## config.mk

```make
export PLATFORM = sky130hd
export DESIGN_NAME = kernel_mem_writer
export DESIGN_NICKNAME = d
export VERILOG_FILES = /design/src/rtl/kernel_mem_writer.sv
export SDC_FILE = /design/constraint.sdc
export NUM_CORES = 1
export LEC_CHECK = 0
export ABC_AREA = 1
export BUFFER_PORTS_ARGS = -buffer_cell sky130_fd_sc_hd__buf_2
export CAP_MARGIN = 20
export CORE_ASPECT_RATIO = 1.75
export CORE_MARGIN = 3
export CORE_UTILIZATION = 55
export DETAILED_ROUTE_END_ITERATION = 8
export PLACE_DENSITY = 0.87
export SYNTH_ARGS = -nofsm -noshare
export SYNTH_HDL_FRONTEND = slang
export SYNTH_SLANG_ARGS = --single-unit
```

## constraint.sdc

```tcl
create_clock -name clock_i -period 3.15 [get_ports clock_i]
set_input_delay 0.4725 -clock clock_i [delete_from_list [all_inputs] [get_ports clock_i]]
set_output_delay 0.4725 -clock clock_i [all_outputs]
set_load 0.05 [all_outputs]
```

## src/rtl/kernel_mem_writer.sv

```systemverilog
// Streams kernel weights then biases into a flat kernel memory, laying out
// each kernel as [bias, w0 .. wW-1] with pointer-incremented addresses.
module kernel_mem_writer #(
  parameter int ADDR_WIDTH       = 16,
  parameter int DATA_WIDTH       = 32,
  parameter int N_CHANNELS       = 1,
  parameter int N_KERNELS        = 32,
  parameter int KERNEL_SIZE      = 3,
  parameter int KERNEL_BASE_ADDR = 0
) (
  input  logic                  clock_i,
  input  logic                  reset_ni,
  input  logic                  start_i,
  input  logic [DATA_WIDTH-1:0] data_i,
  input  logic                  data_valid_i,
  output logic                  data_ready_o,
  output logic [ADDR_WIDTH-1:0] kernel_wraddress_o,
  output logic [DATA_WIDTH-1:0] kernel_wrdata_o,
  output logic                  kernel_wren_o,
  output logic                  busy_o,
  output logic                  done_o
);

  localparam int W  = N_CHANNELS * KERNEL_SIZE * KERNEL_SIZE;
  localparam int S  = W + 1;
  localparam int JW = (W > 1) ? $clog2(W) : 1;
  localparam int NW = (N_KERNELS > 1) ? $clog2(N_KERNELS) : 1;

  localparam logic [JW-1:0]         J_LAST = JW'(W - 1);
  localparam logic [NW-1:0]         N_LAST = NW'(N_KERNELS - 1);
  localparam logic [ADDR_WIDTH-1:0] BASE   = ADDR_WIDTH'(KERNEL_BASE_ADDR);
  localparam logic [ADDR_WIDTH-1:0] STRIDE = ADDR_WIDTH'(S);
  localparam logic [ADDR_WIDTH-1:0] ONE    = ADDR_WIDTH'(1);
  localparam logic [ADDR_WIDTH-1:0] TWO    = ADDR_WIDTH'(2);

  typedef enum logic [1:0] {IDLE, LOAD_W, LOAD_B, DONE} state_t;

  state_t                  state_q, state_d;
  logic [JW-1:0]           j_q, j_d;
  logic [NW-1:0]           n_q, n_d;
  logic [ADDR_WIDTH-1:0]   wptr_q, wptr_d;
  logic [ADDR_WIDTH-1:0]   bptr_q, bptr_d;
  logic [ADDR_WIDTH-1:0]   addr_q, addr_d;
  logic [DATA_WIDTH-1:0]   data_q, data_d;
  logic                    wren_q, wren_d;
  logic                    ready_q, ready_d;
  logic                    busy_q, busy_d;
  logic                    done_q, done_d;
  logic                    accept;

  assign accept = data_valid_i && ready_q;

  always_comb begin
    state_d = state_q;
    j_d     = j_q;
    n_d     = n_q;
    wptr_d  = wptr_q;
    bptr_d  = bptr_q;
    addr_d  = addr_q;
    data_d  = data_q;
    wren_d  = 1'b0;
    ready_d = ready_q;
    busy_d  = busy_q;
    done_d  = 1'b0;
    case (state_q)
      IDLE: if (start_i) begin
        state_d = LOAD_W;
        j_d     = '0;
        n_d     = '0;
        wptr_d  = BASE + ONE;
        bptr_d  = BASE;
        ready_d = 1'b1;
        busy_d  = 1'b1;
      end
      LOAD_W: if (accept) begin
        wren_d = 1'b1;
        data_d = data_i;
        addr_d = wptr_q;
        if (j_q == J_LAST) begin
          // Hop over the next kernel's bias slot.
          j_d    = '0;
          wptr_d = wptr_q + TWO;
          if (n_q == N_LAST) begin
            n_d     = '0;
            state_d = LOAD_B;
          end else begin
            n_d = n_q + NW'(1);
          end
        end else begin
          j_d    = j_q + JW'(1);
          wptr_d = wptr_q + ONE;
        end
      end
      LOAD_B: if (accept) begin
        wren_d = 1'b1;
        data_d = data_i;
        addr_d = bptr_q;
        bptr_d = bptr_q + STRIDE;
        if (n_q == N_LAST) begin
          state_d = DONE;
          ready_d = 1'b0;
          done_d  = 1'b1;
        end else begin
          n_d = n_q + NW'(1);
        end
      end
      DONE: begin
        state_d = IDLE;
        busy_d  = 1'b0;
      end
      default: state_d = IDLE;
    endcase
  end

  always_ff @(posedge clock_i or negedge reset_ni) begin
    if (!reset_ni) begin
      state_q <= IDLE;
      j_q     <= '0;
      n_q     <= '0;
      wptr_q  <= BASE + ONE;
      bptr_q  <= BASE;
      addr_q  <= BASE;
      data_q  <= '0;
      wren_q  <= 1'b0;
      ready_q <= 1'b0;
      busy_q  <= 1'b0;
      done_q  <= 1'b0;
    end else begin
      state_q <= state_d;
      j_q     <= j_d;
      n_q     <= n_d;
      wptr_q  <= wptr_d;
      bptr_q  <= bptr_d;
      addr_q  <= addr_d;
      data_q  <= data_d;
      wren_q  <= wren_d;
      ready_q <= ready_d;
      busy_q  <= busy_d;
      done_q  <= done_d;
    end
  end

  assign data_ready_o       = ready_q;
  assign kernel_wraddress_o = addr_q;
  assign kernel_wrdata_o    = data_q;
  assign kernel_wren_o      = wren_q;
  assign busy_o             = busy_q;
  assign done_o             = done_q;

endmodule

```

==> impl_metrics.yaml, run 1 <==
clock_tree:
  clockRootBuffer: "clkbuf_16"
  postCtsHoldBufs: 0
  cts_buffers: 9
  cts_setup_buffers: 0
  cts_max_level: 3
  cts_resized: 0
  cts_tree: "built"
  clock_latency_ps: 350
  clockBufferDepth: 2
  clkTransAtPathRegs_ps: 60
  cts.sinks: 94
pwr:
  vdd_drop_max_mv: 0.585
  leakage_uw: 0.00287
  powerDensity_nw_per_um2: 1120
synthesis:
  yosys.area.top_type: "dfrtp_1"
  avgSynthCellArea_um2: 7.76
  synth_top_area_share_pct: 49.7
  synth_area_um2: 4680
  synth_area_leaders: "dfrtp_1, nand2_1, nor2_1, inv_1, ha_1"
  yosysSeqAreaShare_pct: 50.3
  synth_warnings: 0
  postSynthCellCount: 603
  syn_nets: 651
  ys_types: 33
  synth_seq_cells: 94
finish:
  fin_nets: 735
  fin_cells: 804
  n_antenna_cell: 0
  n_fill_cell: 629
  utilization_pct: 67.8
  area_growth_pct: 17.7
  drive_gt1_share_pct: 18.9
min_path:
  hold_class: "in -> async"
die:
  core_area_um2: 8120
  die_x_um: 75.7
  ios: 88
  start_util_pct: 57.6
  die-area_um2: 9690
  rows: 43
  fp.dieH_um: 128
routing:
  via_per_inst: 5.37
  drt_iter0_drc: 321
  drc: 0
  ant_nets: 0
  vias: 4321
  wl_per_cell_um: 13.5
  first_pass_iters: 5
  wl_mm: 10.9
grt:
  track_usage_pct: 23.3
  grt_pass1_vias: 4005
  grt_overflow: 0
  grt_first_pass_wirelength_mm: 17.4
  grt_max_degree: 48
  grt_antenna_before_repair: 0
sta:
  fin_crit_sh_pct: 70.8
  setup_tns_ps: 0
  worst_pin_slew_ps: 766
  report.final.slew_viol_count: 0
  slew_headroom_pct: 48.9
  hold_viol: 0
  rsz0062_at_grt: "false"
  finalSetupViolCount: 0
  fin_hold_ws_ps: 132
  fmax_mhz: 448
  post-route-min-period_ps: 2230
  fin_worst_skew_ps: 5.41
placement:
  dp_hpwl_mm: 8.00
  place_congestion: 0.887
  port_buffers: 87
  dp.cells: 788
setup_path:
  crit_type: "reg -> reg"
  crit_path_max_fanout: 23
  crit_start: "state_q[0]"
  critPathRequiredTime_ps: 3390
  startpoint_type: "flop"
  r2r_slack_ps: 920
  cp-end-kind: "flop"
  cp.arrival_ps: 2470
  worstReg2RegStart: "state_q[0]"
job:
  drv_cap: 0
run_status:
  outcome: "finished, final reports clean"
[flip-flops by register name, indices dropped and copies added, names as in the netlist]
| name | cells |
|---|---|
| kernel_wraddress_o | 16 |
| kernel_wrdata_o | 32 |
| done_o | 1 |
| j_q | 4 |
| bptr_q | 15 |
| kernel_wren_o | 1 |
| busy_o | 1 |
| data_ready_o | 1 |
| n_q | 5 |
| wptr_q | 16 |
| state_q | 2 |
[cells by family (layout without fill, tap and decap cells)]
group | count (synthesis) | in the layout | synth area share, %
adders and majority gates | 12 | 12 | 3.21
xor gates and xnor gates | 4 | 4 | 0.749
buffers and inverters | 68 | 157 | 5.94
and+or+nand+nor | 367 | 367 | 32.7
DFF | 94 | 94 | 50.3
AOI/OAI and AO/OA | 58 | 58 | 7.11
[power by group]
group | internal (uW) | switching [uW]
clock network | 658 | 450
logic | 767 | 2390
registers | 1640 | 281
[routing by layer]
layer	GRT usage [%]	vias to the layer above	part of all wire, %
met4	13.2	0	4.5
met2	40.7	195	51
li1	-	2067	-
met3	4.95	45	7.0
met5	0	-	0
met1	25.0	2014	37
[cell type report]
cell class / instances / area, um^2 / area share, %
sequential: 94 / 2350 / 42.7
multi-input combinational: 441 / 2050 / 37.2
timing repair buffer: 90 / 460 / 8.36
clock buffer: 11 / 253 / 4.59
inverter: 51 / 193 / 3.50
tap: 112 / 140 / 2.54
clock inverter: 5 / 57.6 / 1.05
[placed cells by master (no fill, tap or decap), drive strengths merged]
cell	n
nand3b	3
o21ai	23
nor3	5
bufinv	1
nand4	5
o21a	1
ha	12
a31oi	15
nor2	94
inv	50
a21oi	15
nor3b	1
clkinv	5
o211ai	1
nand2	230
dfrtp	93
dfstp	1
clkbuf	11
o21bai	1
buf	90
o31ai	2
nand3	28
and3	1
xor2	4
[per-stage QoR]
| stage | power [uW] | worst slack, ps | instance area (um^2) |
|---|---|---|---|
| 2_1_floorplan | 4410 | 1510 | 4680 |
| 3_3_place_gp | 4990 | 1030 | 5200 |
| 3_5_place_dp | 5090 | 942 | 5200 |
| 4_1_cts | 6220 | 921 | 5510 |
| 5_1_grt | 6600 | 686 | 5510 |
| 6_report | 6190 | 920 | 5510 |
[critical path: stages, from the launching register on]
cell	delay (ps)
dfrtp_1	420
inv_1	100
ha_1	660
inv_2	310
o21ai_1	220
nor2_1	70
nand2_2	130
nor2_2	60
o21a_1	160
[synthesized netlist by cell type]
cell / instances
a21oi_1: 14
a21oi_4: 1
a31oi_1: 15
and3_1: 1
buf_1: 2
buf_2: 11
buf_6: 1
clkbuf_1: 3
clkinv_2: 1
dfrtp_1: 93
dfstp_2: 1
ha_1: 12
inv_1: 44
inv_2: 6
nand2_1: 226
nand2_2: 4
nand3_1: 27
nand3_2: 1
nand3b_1: 2
nand3b_4: 1
nand4_1: 5
nor2_1: 85
nor2_2: 3
nor2_4: 6
nor3_1: 5
nor3b_1: 1
o211ai_1: 1
o21a_1: 1
o21ai_0: 14
o21ai_1: 9
o21bai_1: 1
o31ai_1: 2
xor2_1: 4
[path summary, 6_finish.rpt]
path / cells after the start / end
hold reg to reg: 2 / kernel_wrdata_o[10]
min in group clock_i: 3 / kernel_wrdata_o[28]
setup reg to reg: 8 / n_q[0]
hold / removal: 1 / kernel_wrdata_o[2]
max in group asynchronous: 2 / kernel_wraddress_o[2]
setup / recovery: 8 / n_q[0]
No activity file was read; power rests on OpenSTA's default activity.
==> run 2: changes to the inputs <==
Settings changed: ABC_AREA 1 to 0, CORE_UTILIZATION 55 to 50, PLACE_DENSITY 0.87 to 0.84.
Clock period 3.15 ns to 1.81 ns, I/O delays scaled along.
==> run 2 against run 1 <==
  * The flow now finishes with violations (setup timing)
  * Utilization rose by 1.9 points
  * Via count fell by 5.0%
  * Wire length rose by 32%
  * Total power fell by 33%
  * Count of clock-buffer cells in the layout did not move
  * Non-clock buffer count rose by 64
  * Critical path type unchanged
  * Critical endpoint is now bptr_q[14]
  * Largest cell class is now multi-input gates
==> impl_metrics.yaml, run 2 <==
run_status:
  outcome: "finished with violations"
  violations: "setup timing"
sta:
  setup_ws_ps: -144
  fin_worst_skew_ps: 10.8
  worst_pin_slew_ps: 769
  report.final.slew_viol_count: 0
  slew_headroom_pct: 48.7
  post-route-min-period_ps: 1950
  hold_viol: 0
  fin_hold_ws_ps: 156
  rsz0062_at_grt: "true"
  fmax_mhz: 512
  fin_crit_sh_pct: 108
  finalSetupViolCount: 22
pwr:
  power_frac_comb_pct: 2.3
  power.clock.fraction_pct: 46.7
  intPower_uw: 3250
  vdd_drop_max_mv: 0.533
  swShare_pct: 21.2
  powerDensity_nw_per_um2: 650
  seq_power_share_pct: 51.0
  leakage_uw: 0.00313
  p_sw_uw: 874
placement:
  dp_hpwl_mm: 8.70
  place_congestion: 0.853
  port_buffers: 87
routing:
  wl_met3_um: 788
  drt_iter0_drc: 325
  via_per_inst: 5.94
  first_pass_iters: 4
  ant_nets: 0
  highest_layer: "met4"
  wl_met1_mm: 4.82
  wl_mm: 14.3
  wl_per_cell_um: 20.7
  drc: 0
  wl_met2_mm: 7.95
  vias: 4106
die:
  start_util_pct: 51.1
  core_area_um2: 9090
  fp.dieH_um: 134
  die_x_um: 78.9
  die-area_um2: 10500
  rows: 46
  ios: 88
setup_path:
  cp-end-kind: "flop"
  critPathRequiredTime_ps: 2080
  cp_top_family: "compound AO/OA/AOI/OAI gates"
  max_stage_delay_ps: 410
  crit_slowest_cell: "dfrtp_1"
  cp_common_cell: "buf_6"
  path_buf_inv: 4
  cp.arrival_ps: 2230
  crit_path_max_fanout: 5
  crit_type: "reg -> reg"
  worstPathCellList: "inv_2 > buf_6 > ha_4 > a21boi_4 > nor4_4 > buf_4 > buf_6 > a21o_1 > a21oi_2"
  crit_cells: 9
  r2r_cells: 9
  startpoint_type: "flop"
grt:
  grt_max_degree: 46
  grt_overflow: 0
  track_usage_pct: 24.8
  grt_first_pass_wirelength_mm: 20.5
  grt_pass1_vias: 4337
  grt_antenna_before_repair: 0
clock_tree:
  clockRootBuffer: "clkbuf_16"
  clock_latency_ps: 350
  cts_buffers: 9
  clockBufferDepth: 2
  cts_tree: "built"
  cts_max_level: 3
  cts.sinks: 94
  clkTransAtPathRegs_ps: 70
finish:
  n_antenna_cell: 0
  utilization_pct: 69.7
  area_growth_pct: 36.2
  fin_nets: 614
  drive_gt1_share_pct: 46.2
  layout_common_cells: "dfrtp_1, buf_2, buf_4, nand2_1, mux2_2"
  largest_reg_flops: 32
  final_common_cell: "dfrtp_1"
synthesis:
  synth.most_common_cell: "dfrtp_1"
  synth-edff-count: 0
  synth_seq_cells: 94
  netlist_top_cells_count: "dfrtp_1, nand2_1, mux2_2, mux2i_1, o21ai_0"
  yosysSeqAreaShare_pct: 50.6
  synth_warnings: 0
  synth-main-ff-cell: "dfrtp_1"
  synth_top_area_share_pct: 50.0
  synth_area_leaders: "dfrtp_1, mux2_2, mux2i_1, nand2_1, ha_1"
  ys_types: 55
  async_flop_share_pct: 100
  avgSynthCellArea_um2: 11.1
  postSynthCellCount: 420
  synth_area_um2: 4650
  syn_nets: 468
  yosys.area.top_type: "dfrtp_1"
min_path:
  min_delay_path_depth: 2
  hold_class: "in -> reg"
job:
  drv_cap: 0
[run 2: cell types whose count changed after synthesis, sizes merged, moves of 8 or more]
cell | previous run | this run
a31oi | 15 | 2
inv | 50 | 13
mux2 | 0 | 36
mux2i | 0 | 24
nand2 | 230 | 45
nand3 | 28 | 11
nor2 | 94 | 19
o21ai | 23 | 32
o31ai | 2 | 10
or4 | 0 | 9
[run 2: path summary, 6_finish.rpt]
check                                       from               endpoint  slack (ps)
min reg2reg                kernel_wraddress_o[9]  kernel_wraddress_o[9]         480
max reg2reg                           state_q[0]             bptr_q[14]        -140
max in group asynchronous               reset_ni              wptr_q[0]         730
min                                   data_i[25]    kernel_wrdata_o[25]         160
max                                   state_q[0]             bptr_q[14]        -140
min in group asynchronous               reset_ni     kernel_wrdata_o[4]         430
[run 2: power by group through the flow]
stage / registers, uW / clock network, uW / logic, uW
final: 2100 / 1930 / 94.9
after floorplan: 2140 / 0 / 4.17
after detailed placement: 2140 / 0 / 92.3
after global routing: 2100 / 2020 / 106
after global placement: 2140 / 0 / 88.7
after CTS: 2100 / 1900 / 95.4
[run 2: metal layers]
| metal | vias to the layer above | GRT usage (%) |
|---|---|---|
| met5 | - | 0 |
| met4 | 0 | 16.7 |
| met3 | 59 | 4.53 |
| met2 | 188 | 44.9 |
| met1 | 2049 | 25.2 |
| li1 | 1810 | - |
[run 2: area by class of cell]
cell class,count,area [um^2]
Tap cell,120,150
Fill cell,598,2760
Sequential cell,94,2350
Clock inverter,5,58.8
Clock buffer,11,243
Multi-Input combinational cell,294,2460
Inverter,13,48.8
Timing Repair Buffer,154,1020
[run 2: kinds of logic (layout without fill, tap and decap cells)]
logic type	Yosys count	count (layout)	synth area share, %
mux	60	60	14.2
buf+inv	32	183	3.17
compound gates	88	88	12.1
flops	94	94	50.6
xor+xnor	5	5	0.942
fa+ha+maj	12	12	3.23
simple gates	129	129	15.7
[run 2: what timing repair did]
action / CTS / global route
hold buffers: 1 / 0
resized for setup: 27 / 45
pin swaps: 19 / 13
endpoints found under the setup margin: 29 / 37
buffers inserted: 3 / 7
hold endpoints to repair: 35 / 0
[run 2: worst reg2reg max path, stage by stage (launching register included)]
cell and delay (ps):
dfrtp_1 410, inv_2 110, buf_6 130, ha_4 170, a21boi_4 360, nor4_4 110, buf_4 200, buf_6 120
a21o_1 160, a21oi_2 110
[run 2: stage by stage]
| stage | power [uW] | instance area, um^2 | TNS (ps) | setup slack, ps | instances |
|---|---|---|---|---|---|
| after floorplan | 2140 | 4680 | -50.7 | -50.7 | 420 |
| after global placement | 2230 | 5630 | -267 | -42.0 | 664 |
| after detailed placement | 2230 | 5630 | -1180 | -124 | 664 |
| after CTS | 4100 | 6090 | -178 | -75.3 | 684 |
| after global routing | 4220 | 6340 | -3150 | -224 | 691 |
| final | 4120 | 6340 | -1130 | -144 | 691 |
==> run 3: changes to the inputs <==
Settings changed: CTS_CLUSTER_DIAMETER from default to 80, TNS_END_PERCENT from default to 50.
==> run 3 against run 2 <==
  * The flow still finishes with violations (setup timing)
  * Wire length down 4.6%
  * Clock power about the same
  * Clock skew about the same
  * Critical path depth down 2
  * Highest routed layer unchanged
==> impl_metrics.yaml, run 3 (synthesized netlist as in run 2, its figures left out) <==
sta:
  post-route-min-period_ps: 1930
  setup_ws_ps: -120
  rsz0062_at_grt: "true"
  hold_viol: 0
  report.final.slew_viol_count: 0
  fmax_mhz: 518
  worst_pin_slew_ps: 532
  slew_headroom_pct: 63.9
  setup_tns_ps: -610
  fin_crit_sh_pct: 107
  finalSetupViolCount: 13
  fin_worst_skew_ps: 10.8
grt:
  grt_overflow: 0
  grt_pass1_vias: 4106
  grt_first_pass_wirelength_mm: 19.5
  grt_max_degree: 50
  grt_antenna_before_repair: 0
  track_usage_pct: 23.6
job:
  drv_cap: 0
die:
  start_util_pct: 51.1
  die-area_um2: 10500
  ios: 88
  fp.dieH_um: 134
  rows: 46
  die_x_um: 78.9
  core_area_um2: 9090
routing:
  wl_mm: 13.7
  ant_nets: 0
  via_per_inst: 5.92
  drc: 0
  vias: 4109
  wl_per_cell_um: 19.7
  first_pass_iters: 4
  drt_iter0_drc: 327
finish:
  n_antenna_cell: 0
  layout_common_cells: "dfrtp_1, buf_2, buf_4, nand2_1, mux2_2"
  fin_nets: 617
  area_growth_pct: 35.2
  fin_cells: 694
  largest_reg_flops: 32
  drive_gt1_share_pct: 45.5
  design_area_um2: 6290
  final_common_cell: "dfrtp_1"
setup_path:
  path_buf_inv: 0
  crit_type: "reg -> reg"
  critPathRequiredTime_ps: 2050
  crit_path_max_fanout: 3
  crit_slowest_cell: "dfrtp_1"
  cp-end-kind: "flop"
  cp.arrival_ps: 2170
  startpoint_type: "flop"
  max_stage_delay_ps: 390
  worstPathCellList: "ha_2 > and3_4 > ha_4 > nand3b_1 > a211oi_2 > nand2_1 > mux2_4"
  cp_top_family: "simple AND/OR/NAND/NOR gates"
  r2r_slack_ps: -120
clock_tree:
  clockBufferDepth: 2
  cts_max_level: 3
  clkTransAtPathRegs_ps: 70
  cts_tree: "built"
  clock_latency_ps: 350
  clockRootBuffer: "clkbuf_16"
  cts_buffers: 9
  cts.sinks: 94
placement:
  port_buffers: 87
  placed_cell_area_um2: 5680
  dp_slack_ps: -158
  dp_hpwl_mm: 8.44
  dp.cells: 669
  place_congestion: 0.880
min_path:
  hold_class: "in -> reg"
pwr:
  leakage_uw: 0.00313
  powerDensity_nw_per_um2: 660
  vdd_drop_max_mv: 0.498
run_status:
  outcome: "finished with violations"
  violations: "setup timing"
## run 3: cell count changes in the layout (fill, tap and decap cells not counted), sizes merged
cell,before,now
inv,14,15
mux2i,24,25
clkinv,1,3
clkinvlp,2,0
clkbuf,11,10
buf,153,155
## run 3: layer usage
layer  part of all wire (%)  wire length [um]  global-route usage, %  vias to the layer above
li1                       -                 -                      -                     1826
met2                     54              7350                   45.3                      181
met1                     35              4720                   23.0                     2031
met5                      0                 0                      0                        -
met4                    6.6               899                   13.2                        0
met3                    5.2               712                   3.92                       71
## run 3: area by class of cell
class                           count  area [um^2]
Inverter                           13         48.8
Multi-Input combinational cell    295         2410
Timing Repair Buffer              156         1020
Tap cell                          120          150
Sequential cell                    94         2350
Clock buffer                       10          239
Fill cell                         596         2810
Clock inverter                      6         66.3
## run 3: per-stage QoR
step	total power [uW]	utilization [%]	hold WS, ps
finish	4150	69.1	152
global route	4260	69.1	151
CTS	4150	67.2	148
detailed placement	2230	62.4	224
global placement	2230	62.4	216
floorplan	2140	-	-24.1
## run 3: power breakdown
group,internal (uW),leakage [uW],total (uW),switching (uW)
clock network,1120,0.000153,1960,840
logic,35.0,0.00169,94.6,59.6
registers,2100,0.00128,2100,0
total,3250,0.00313,4150,900
## run 3: timing repair
item,4_1_cts,5_1_grt
gates cloned,0,1
pin swaps,12,15
hold buffers,1,0
endpoints found under the setup margin,34,31
buffers inserted,3,5
resized for setup,20,30
hold endpoints to repair,28,0
## run 3: path summary, 6_finish.rpt
kind                       depth (start not counted)                    end                  start
hold / removal                                     2    kernel_wrdata_o[31]             data_i[31]
setup reg to reg                                   7                 n_q[4]                 n_q[1]
max in group asynchronous                          3              wptr_q[0]               reset_ni
setup / recovery                                   7                 n_q[4]                 n_q[1]
min in group asynchronous                          2              wptr_q[6]               reset_ni
hold reg to reg                                    2  kernel_wraddress_o[3]  kernel_wraddress_o[3]
